<file path="src/rtl/rgb_gray_stream.sv">
// RGB-to-grayscale streaming converter: 3-stage valid/ready pipeline with sof/eol/eof tags.
// Optional macro GRAY_ROUND_EN selects round-half-up; otherwise the result is truncated.
module rgb_gray_stream #(
  parameter int         DW     = 8,
  parameter int         WIDTH  = 512,
  parameter int         HEIGHT = 512,
  parameter logic [8:0] CR     = 9'd77,
  parameter logic [8:0] CG     = 9'd150,
  parameter logic [8:0] CB     = 9'd29
) (
  input  logic          clk,
  input  logic          rst_n,
  input  logic          s_valid,
  output logic          s_ready,
  input  logic [DW-1:0] s_r,
  input  logic [DW-1:0] s_g,
  input  logic [DW-1:0] s_b,
  output logic          m_valid,
  input  logic          m_ready,
  output logic [DW-1:0] m_gray,
  output logic          m_sof,
  output logic          m_eol,
  output logic          m_eof
);

  localparam int PW = DW + 9;
  localparam int SW = 2 * DW + 11;
  localparam int XW = (WIDTH > 1) ? $clog2(WIDTH) : 1;
  localparam int YW = (HEIGHT > 1) ? $clog2(HEIGHT) : 1;
  localparam logic [XW-1:0] X_LAST = XW'(WIDTH - 1);
  localparam logic [YW-1:0] Y_LAST = YW'(HEIGHT - 1);
`ifdef GRAY_ROUND_EN
  localparam logic [SW-1:0] RND = SW'(128);
`else
  localparam logic [SW-1:0] RND = {SW{1'b0}};
`endif

  // Integer part of the weighted sum clamped to the output range.
  function automatic logic [DW-1:0] saturate(input logic [SW-9:0] v);
    if (|v[SW-9:DW]) begin
      return {DW{1'b1}};
    end else begin
      return v[DW-1:0];
    end
  endfunction

  logic          en;
  logic          in_fire;
  logic          sof_in, eol_in, eof_in;
  logic [XW-1:0] x_q, x_d;
  logic [YW-1:0] y_q, y_d;

  logic          s1_valid_q, s1_valid_d;
  logic [PW-1:0] s1_pr_q, s1_pr_d;
  logic [PW-1:0] s1_pg_q, s1_pg_d;
  logic [PW-1:0] s1_pb_q, s1_pb_d;
  logic [2:0]    s1_tag_q, s1_tag_d;

  // S2 keeps only the integer part of the sum; the fraction is consumed by the shift.
  logic          s2_valid_q, s2_valid_d;
  logic [SW-9:0] s2_sum_q, s2_sum_d;
  logic [2:0]    s2_tag_q, s2_tag_d;

  logic          m_valid_q, m_valid_d;
  logic [DW-1:0] m_gray_q, m_gray_d;
  logic [2:0]    m_tag_q, m_tag_d;

  // Handshake, frame position tags and column/row counter update.
  always_comb begin
    en      = !m_valid_q || m_ready;
    in_fire = s_valid && en;
    sof_in  = (x_q == {XW{1'b0}}) && (y_q == {YW{1'b0}});
    eol_in  = (x_q == X_LAST);
    eof_in  = eol_in && (y_q == Y_LAST);
    x_d     = x_q;
    y_d     = y_q;
    if (in_fire) begin
      if (eol_in) begin
        x_d = {XW{1'b0}};
        if (eof_in) begin
          y_d = {YW{1'b0}};
        end else begin
          y_d = y_q + YW'(1);
        end
      end else begin
        x_d = x_q + XW'(1);
      end
    end else begin
      x_d = x_q;
      y_d = y_q;
    end
  end

  // Pipeline next state: every stage moves together when en is high, otherwise all hold.
  always_comb begin
    s1_valid_d = s1_valid_q;
    s1_pr_d    = s1_pr_q;
    s1_pg_d    = s1_pg_q;
    s1_pb_d    = s1_pb_q;
    s1_tag_d   = s1_tag_q;
    s2_valid_d = s2_valid_q;
    s2_sum_d   = s2_sum_q;
    s2_tag_d   = s2_tag_q;
    m_valid_d  = m_valid_q;
    m_gray_d   = m_gray_q;
    m_tag_d    = m_tag_q;
    if (en) begin
      s1_valid_d = s_valid;
      s1_pr_d    = PW'(CR) * PW'(s_r);
      s1_pg_d    = PW'(CG) * PW'(s_g);
      s1_pb_d    = PW'(CB) * PW'(s_b);
      s1_tag_d   = {sof_in, eol_in, eof_in};
      s2_valid_d = s1_valid_q;
      s2_sum_d   = (SW-8)'((SW'(s1_pr_q) + SW'(s1_pg_q) + SW'(s1_pb_q) + RND) >> 8);
      s2_tag_d   = s1_tag_q;
      m_valid_d  = s2_valid_q;
      m_gray_d   = saturate(s2_sum_q);
      m_tag_d    = s2_tag_q;
    end else begin
      s1_valid_d = s1_valid_q;
      s2_valid_d = s2_valid_q;
      m_valid_d  = m_valid_q;
    end
  end

  // State registers; reset discards in-flight pixels and restarts the frame position.
  always_ff @(posedge clk or negedge rst_n) begin
    if (!rst_n) begin
      x_q        <= {XW{1'b0}};
      y_q        <= {YW{1'b0}};
      s1_valid_q <= 1'b0;
      s1_pr_q    <= {PW{1'b0}};
      s1_pg_q    <= {PW{1'b0}};
      s1_pb_q    <= {PW{1'b0}};
      s1_tag_q   <= 3'b000;
      s2_valid_q <= 1'b0;
      s2_sum_q   <= {(SW-8){1'b0}};
      s2_tag_q   <= 3'b000;
      m_valid_q  <= 1'b0;
      m_gray_q   <= {DW{1'b0}};
      m_tag_q    <= 3'b000;
    end else begin
      x_q        <= x_d;
      y_q        <= y_d;
      s1_valid_q <= s1_valid_d;
      s1_pr_q    <= s1_pr_d;
      s1_pg_q    <= s1_pg_d;
      s1_pb_q    <= s1_pb_d;
      s1_tag_q   <= s1_tag_d;
      s2_valid_q <= s2_valid_d;
      s2_sum_q   <= s2_sum_d;
      s2_tag_q   <= s2_tag_d;
      m_valid_q  <= m_valid_d;
      m_gray_q   <= m_gray_d;
      m_tag_q    <= m_tag_d;
    end
  end

  assign s_ready = en;
  assign m_valid = m_valid_q;
  assign m_gray  = m_gray_q;
  assign m_sof   = m_tag_q[2];
  assign m_eol   = m_tag_q[1];
  assign m_eof   = m_tag_q[0];

endmodule

</file>
<file path="config.mk">
export PLATFORM = sky130hd
export DESIGN_NAME = rgb_gray_stream
export DESIGN_NICKNAME = d
export VERILOG_FILES = /design/src/rtl/rgb_gray_stream.sv
export SDC_FILE = /design/constraint.sdc
export NUM_CORES = 1
export LEC_CHECK = 0
export ABC_CLOCK_PERIOD_IN_PS = 4500
export CAP_MARGIN = 30
export CORE_MARGIN = 3
export CORE_UTILIZATION = 45
export CTS_CLUSTER_DIAMETER = 150
export DETAILED_ROUTE_END_ITERATION = 8
export GPL_ROUTABILITY_DRIVEN = 0
export HOLD_SLACK_MARGIN = 0.06
export PLACE_DENSITY = 0.74
export SYNTH_ARGS = -nofsm -noshare
export SYNTH_HDL_FRONTEND = slang
export SYNTH_SLANG_ARGS = --single-unit
</file>
<file path="constraint.sdc">
create_clock -name clk -period 4.5 [get_ports clk]
set_clock_uncertainty 0.15 [all_clocks]
set_input_delay 0.9 -clock clk [delete_from_list [all_inputs] [get_ports clk]]
set_output_delay 0.9 -clock clk [all_outputs]
set_load 0.03 [all_outputs]
</file>
* After elaboration in Yosys (flattened, before gate mapping)
Index checks and enable logic that the tools add are counted.
Operators by class: $mul 3, reductions and logical operators 9, equality and inequality tests 2, multiplexer cells 3, add/subtract/negate cells 4
Operator list (count):
- $mul A7 B8 Y15 const A | 2
- $add A17 B13 Y18 | 1
- $add A9 B1 Y9 const B | 2
- $eq A9 B9 Y1 const B | 2
- $logic_not A9 Y1 | 2
- $mux W9 | 2
- $add A15 B16 Y17 | 1
- $mul A5 B8 Y13 const A | 1
- $reduce_or A11 Y1 | 1
- $mux W8 | 1
- $logic_and A1 B1 Y1 | 3
- $reduce_and A2 Y1 | 1
- $logic_not A1 Y1 | 1
- $logic_or A1 B1 Y1 | 1
Word-level totals: word-level logic and storage cells 34, output and inout port bits 13, flip-flop bits (word level) 100, input port bits 28

* Logic depth before layout (Yosys ltp)
depth after elaboration 4, depth in mapped cells 14, mapped depth without buffers 14

* Worst setup path before layout
No wires, ideal clock.
path kind input-to-reg, from input port s_g[4], to register s1_pg_q[14], data required time 4.196 ns, slack 0.394 ns, library setup time 0.154 ns, path buffers 0, arrival time 3.802 ns, cell stages on the path 12, cell sequence ha_1 -> ha_1 -> inv_1 -> fa_1 -> fa_1 -> inv_1 -> ha_1 -> a2111oi_1 -> a21oi_1 -> a221oi_2 -> xor2_1 -> a21oi_1
Between the ends: longest elaborated chain between the ends 1
RTL lines:
- from (decl) | line 16 | input logic [DW-1:0] s_g,
- $mul A7 B8 Y15 | line 110 | s1_pg_d = PW'(CG) * PW'(s_g);
- to (signal assigned) | line 133 | s1_pg_q <= {PW{1'b0}};
- to (signal assigned) | line 147 | s1_pg_q <= s1_pg_d;
- to (decl) | line 55 | logic [PW-1:0] s1_pg_q, s1_pg_d;
Every way passes these cells. A chain may end at the register's enable or synchronous reset.

* Final worst setup path
Ends and elaborated chain as after synthesis.

==> run_results.csv <==
group,metric,value,unit
timing,final_hold_viol_count,0,
die,fp.dieW,133.3,um
clocking,clk_pin_slew_worst_paths,70,ps
clocking,hold_buffers,0,
global_route,grt_max_degree,74,
pwr,finalPower,5.268,mW
timing,fin_crit_sh,95.39,%
route,drt_iter0_drc,276,
route,wl,13960,um
cells_and_area,layout_common_cells,"ha_1 (119), nand2_1 (117), inv_1 (92)",
run,maxCapViolCount,0,
cells_and_area,finish.utilization,54.07,%
clocking,cts_resized,0,
outcome,status,"completed",
global_route,overflow,0,
die,core_area,0.01554,mm2
place,io_buffers,40,
logic_synthesis,synth-edff-count,0,
logic_synthesis,synth_xor_area_share,3.604,%
worst_setup_path,r2r_setup_slack,1790,ps
clocking,numCtsBuffers,9,
min_path,hold_start,"m_tag_q[1]$_DFFE_PN0N_",
logic_synthesis,synth-seq-cells,90,
clocking,cts_root_buffer,"clkbuf_16",
logic_synthesis,synth_fp_nets,970,
logic_synthesis,yosysSeqAreaShare,30.89,%
logic_synthesis,synthArstFlopShare,100.0,%
worst_setup_path,r2r_end,"s2_sum_q[7]$_DFFE_PN0N_",
cells_and_area,nFillCells,1413,
place,dp.cells,1044,
route,vias,5449,
place,detailed_place_hpwl,11170,um
timing,worst_pin_slew,721.4,ps
die,start_util,46.92,%
logic_synthesis,synth_top_cell_area_share,30.89,%
route,ant_nets,0,
route,vias_per_cell,5.141,
timing,max_freq,233.0,MHz
worst_setup_path,cp.required,4550,ps
global_route,gr-usage-met2,28.72,%
logic_synthesis,synth_fa_ha_area_share,31.03,%
clocking,cts_tree,"built",
worst_setup_path,reg2reg_from,"s1_pr_q[8]$_DFFE_PN0N_",
cells_and_area,areaGrowthSynthToFinish,15.24,%
clocking,clock_path_buffers,2,
global_route,grt.total_usage,16.44,%
pwr,power.density,627.0,mW/mm2
worst_setup_path,r2r_cells,8,
global_route,grt_pass1_wl,24560,um
global_route,grt_most_used_layer,"met2",
timing,relSlewSlack,51.91,%
cells_and_area,diodes,0,
timing,rsz0062_at_grt,"no",
pwr,leakage,4.180,nW
timing,fin_ws,207.3,ps
pwr,ir_drop,0.0004072,V
logic_synthesis,yosysWarningCount,0,
worst_setup_path,crit_path_max_fanout,4,
logic_synthesis,ys.flop_type,"dfrtp_1",
cells_and_area,fin_cells,1060,
clocking,post-cts-setup-buffers,0,
logic_synthesis,syn_area,0.007291,mm2
min_path,hold_end,"m_tag_q[1]$_DFFE_PN0N_",
route,post_drt_wl_per_cell,13.17,um
global_route,antenna_found_initial,0,
timing,slew_violations,0,
worst_setup_path,path_class,"input port to flip-flop",
cells_and_area,drive_above_1_share,7.420,%
logic_synthesis,synth_simple_gate_area_share,13.78,%
logic_synthesis,syn_avg_cell_area,9.299,um2
logic_synthesis,synth_area_leaders,"dfrtp_1 (31%), ha_1 (21%), fa_1 (10%), nand2_1 (6.0%), inv_1 (4.8%)",
place,dp_slack,-224.4,ps
logic_synthesis,synth_top_family_by_area,"adder cells",
die,die_y,133.3,um
cells_and_area,fin_nets,1030,
global_route,use_met3,2.568,%
logic_synthesis,synth_compound_area_share,13.80,%
die,die-area,0.01776,mm2
die,rows,45,
timing,timing.final.crit_period,4293,ps
route,drtPass1Iterations,4,
global_route,grtUsageMet1,22.06,%
logic_synthesis,netlist_instances,784,
die,ios,41,
worst_setup_path,startpoint_type,"input port",
clocking,htreeDepth,3,
min_path,holdCritPathClass,"flip-flop to flip-flop",
logic_synthesis,ys_types,53,
worst_setup_path,critPathCaptureType,"flip-flop",
clocking,clock-sinks,90,
worst_setup_path,crit_arrival,4340,ps
logic_synthesis,yosysTopAreaCell,"dfrtp_1",
global_route,grt_pass1_vias,5334,
route,drc,0,
min_path,worstHoldPathCells,2,
logic_synthesis,muxShareOfSynthArea,0.8924,%
clocking,clk_latency,330,ps
cells_and_area,mostFrequentLayoutCell,"ha_1",
timing,setup_viol,0,
power by group:
group / internal (mW) / switching (mW)
sequential: 1.10 / 0.214
combinational: 1.45 / 1.79
clock: 0.406 / 0.305
total: 2.96 / 2.30
cell type report:
| type | instances | area, um2 | share of cell area, % |
|---|---|---|---|
| Clock buffer | 11 | 252.7 | 3.008 |
| Inverter | 93 | 349.1 | 4.155 |
| Multi-Input combinational cell | 579 | 4616 | 54.94 |
| Clock inverter | 5 | 37.54 | 0.4468 |
| Timing Repair Buffer | 71 | 630.6 | 7.506 |
| Sequential cell | 90 | 2252 | 26.81 |
| Tap cell | 211 | 264.0 | 3.142 |
cells by family (layout without fill, tap and decap cells):
family | after synthesis | count (layout)
adders and majority gates | 158 | 158
DFF | 90 | 90
and+or+nand+nor | 223 | 223
buffers and inverters | 115 | 180
xor gates and xnor gates | 30 | 30
muxes | 6 | 6
AOI/OAI and AO/OA | 162 | 162
synthesized netlist by cell type, drive strengths merged, types with 4 or more instances:
library cell,count
a31oi,7
inv,93
buf,7
clkbuf,15
a21oi,47
nand2b,5
o21ai,58
nand3,9
o211ai,5
mux2,4
dfrtp,90
ha,120
a211oi,4
xnor2,17
nor3b,9
nor3,15
nor2,39
xor2,13
a21o,11
o21a,6
nand3b,7
fa,38
o31ai,5
nand2,117
nor2b,5
flip-flops by register name (all words and copies together) (netlist names):
register / flops
s2_tag_q: 3
m_tag_q: 3
m_gray: 8
s2_sum_q: 9
s1_pr_q: 15
m_valid: 1
x_q: 9
s1_pg_q: 15
s1_pb_q: 13
y_q: 9
s2_valid_q: 1
s1_valid_q: 1
s1_tag_q: 3
stage by stage:
stage	cell area, um2	hold slack (ps)	setup TNS [ps]
final	8402	311.8	0
after global routing	8402	340.5	0
after CTS	8394	319.3	0
after detailed placement	8104	304.8	-480.7
after global placement	8104	292.0	-236.4
after floorplan	7291	280.0	0
critical path, cell delays in order:
cell,delay (ps)
clkdlybuf4s50_1,420
ha_1,300
ha_1,270
inv_1,50
fa_1,500
fa_1,510
inv_1,40
ha_1,240
a2111o_1,370
o21ai_0,110
a21oi_1,110
a221oi_2,270
xor2_1,180
a21oi_1,80
how the worst max path moves through the flow:
stage | from | endpoint | depth (start not counted)
after floorplan | s_g[4] | s1_pg_q[14]$_DFFE_PN0N_ | 12
after global placement | s_g[5] | s1_pg_q[14]$_DFFE_PN0N_ | 13
after detailed placement | s_g[5] | s1_pg_q[14]$_DFFE_PN0N_ | 13
after CTS | s_g[5] | s1_pg_q[14]$_DFFE_PN0N_ | 13
after global routing | s_g[6] | s1_pg_q[14]$_DFFE_PN0N_ | 14
final | s_g[4] | s1_pg_q[14]$_DFFE_PN0N_ | 14
per-layer routing:
metal,vias to the layer above,part of all wire (%)
li1,2788,-
met2,68,49
met5,-,0
met4,0,0.57
met3,8,3.1
met1,2585,48
Power figures use the tool's default switching activity.
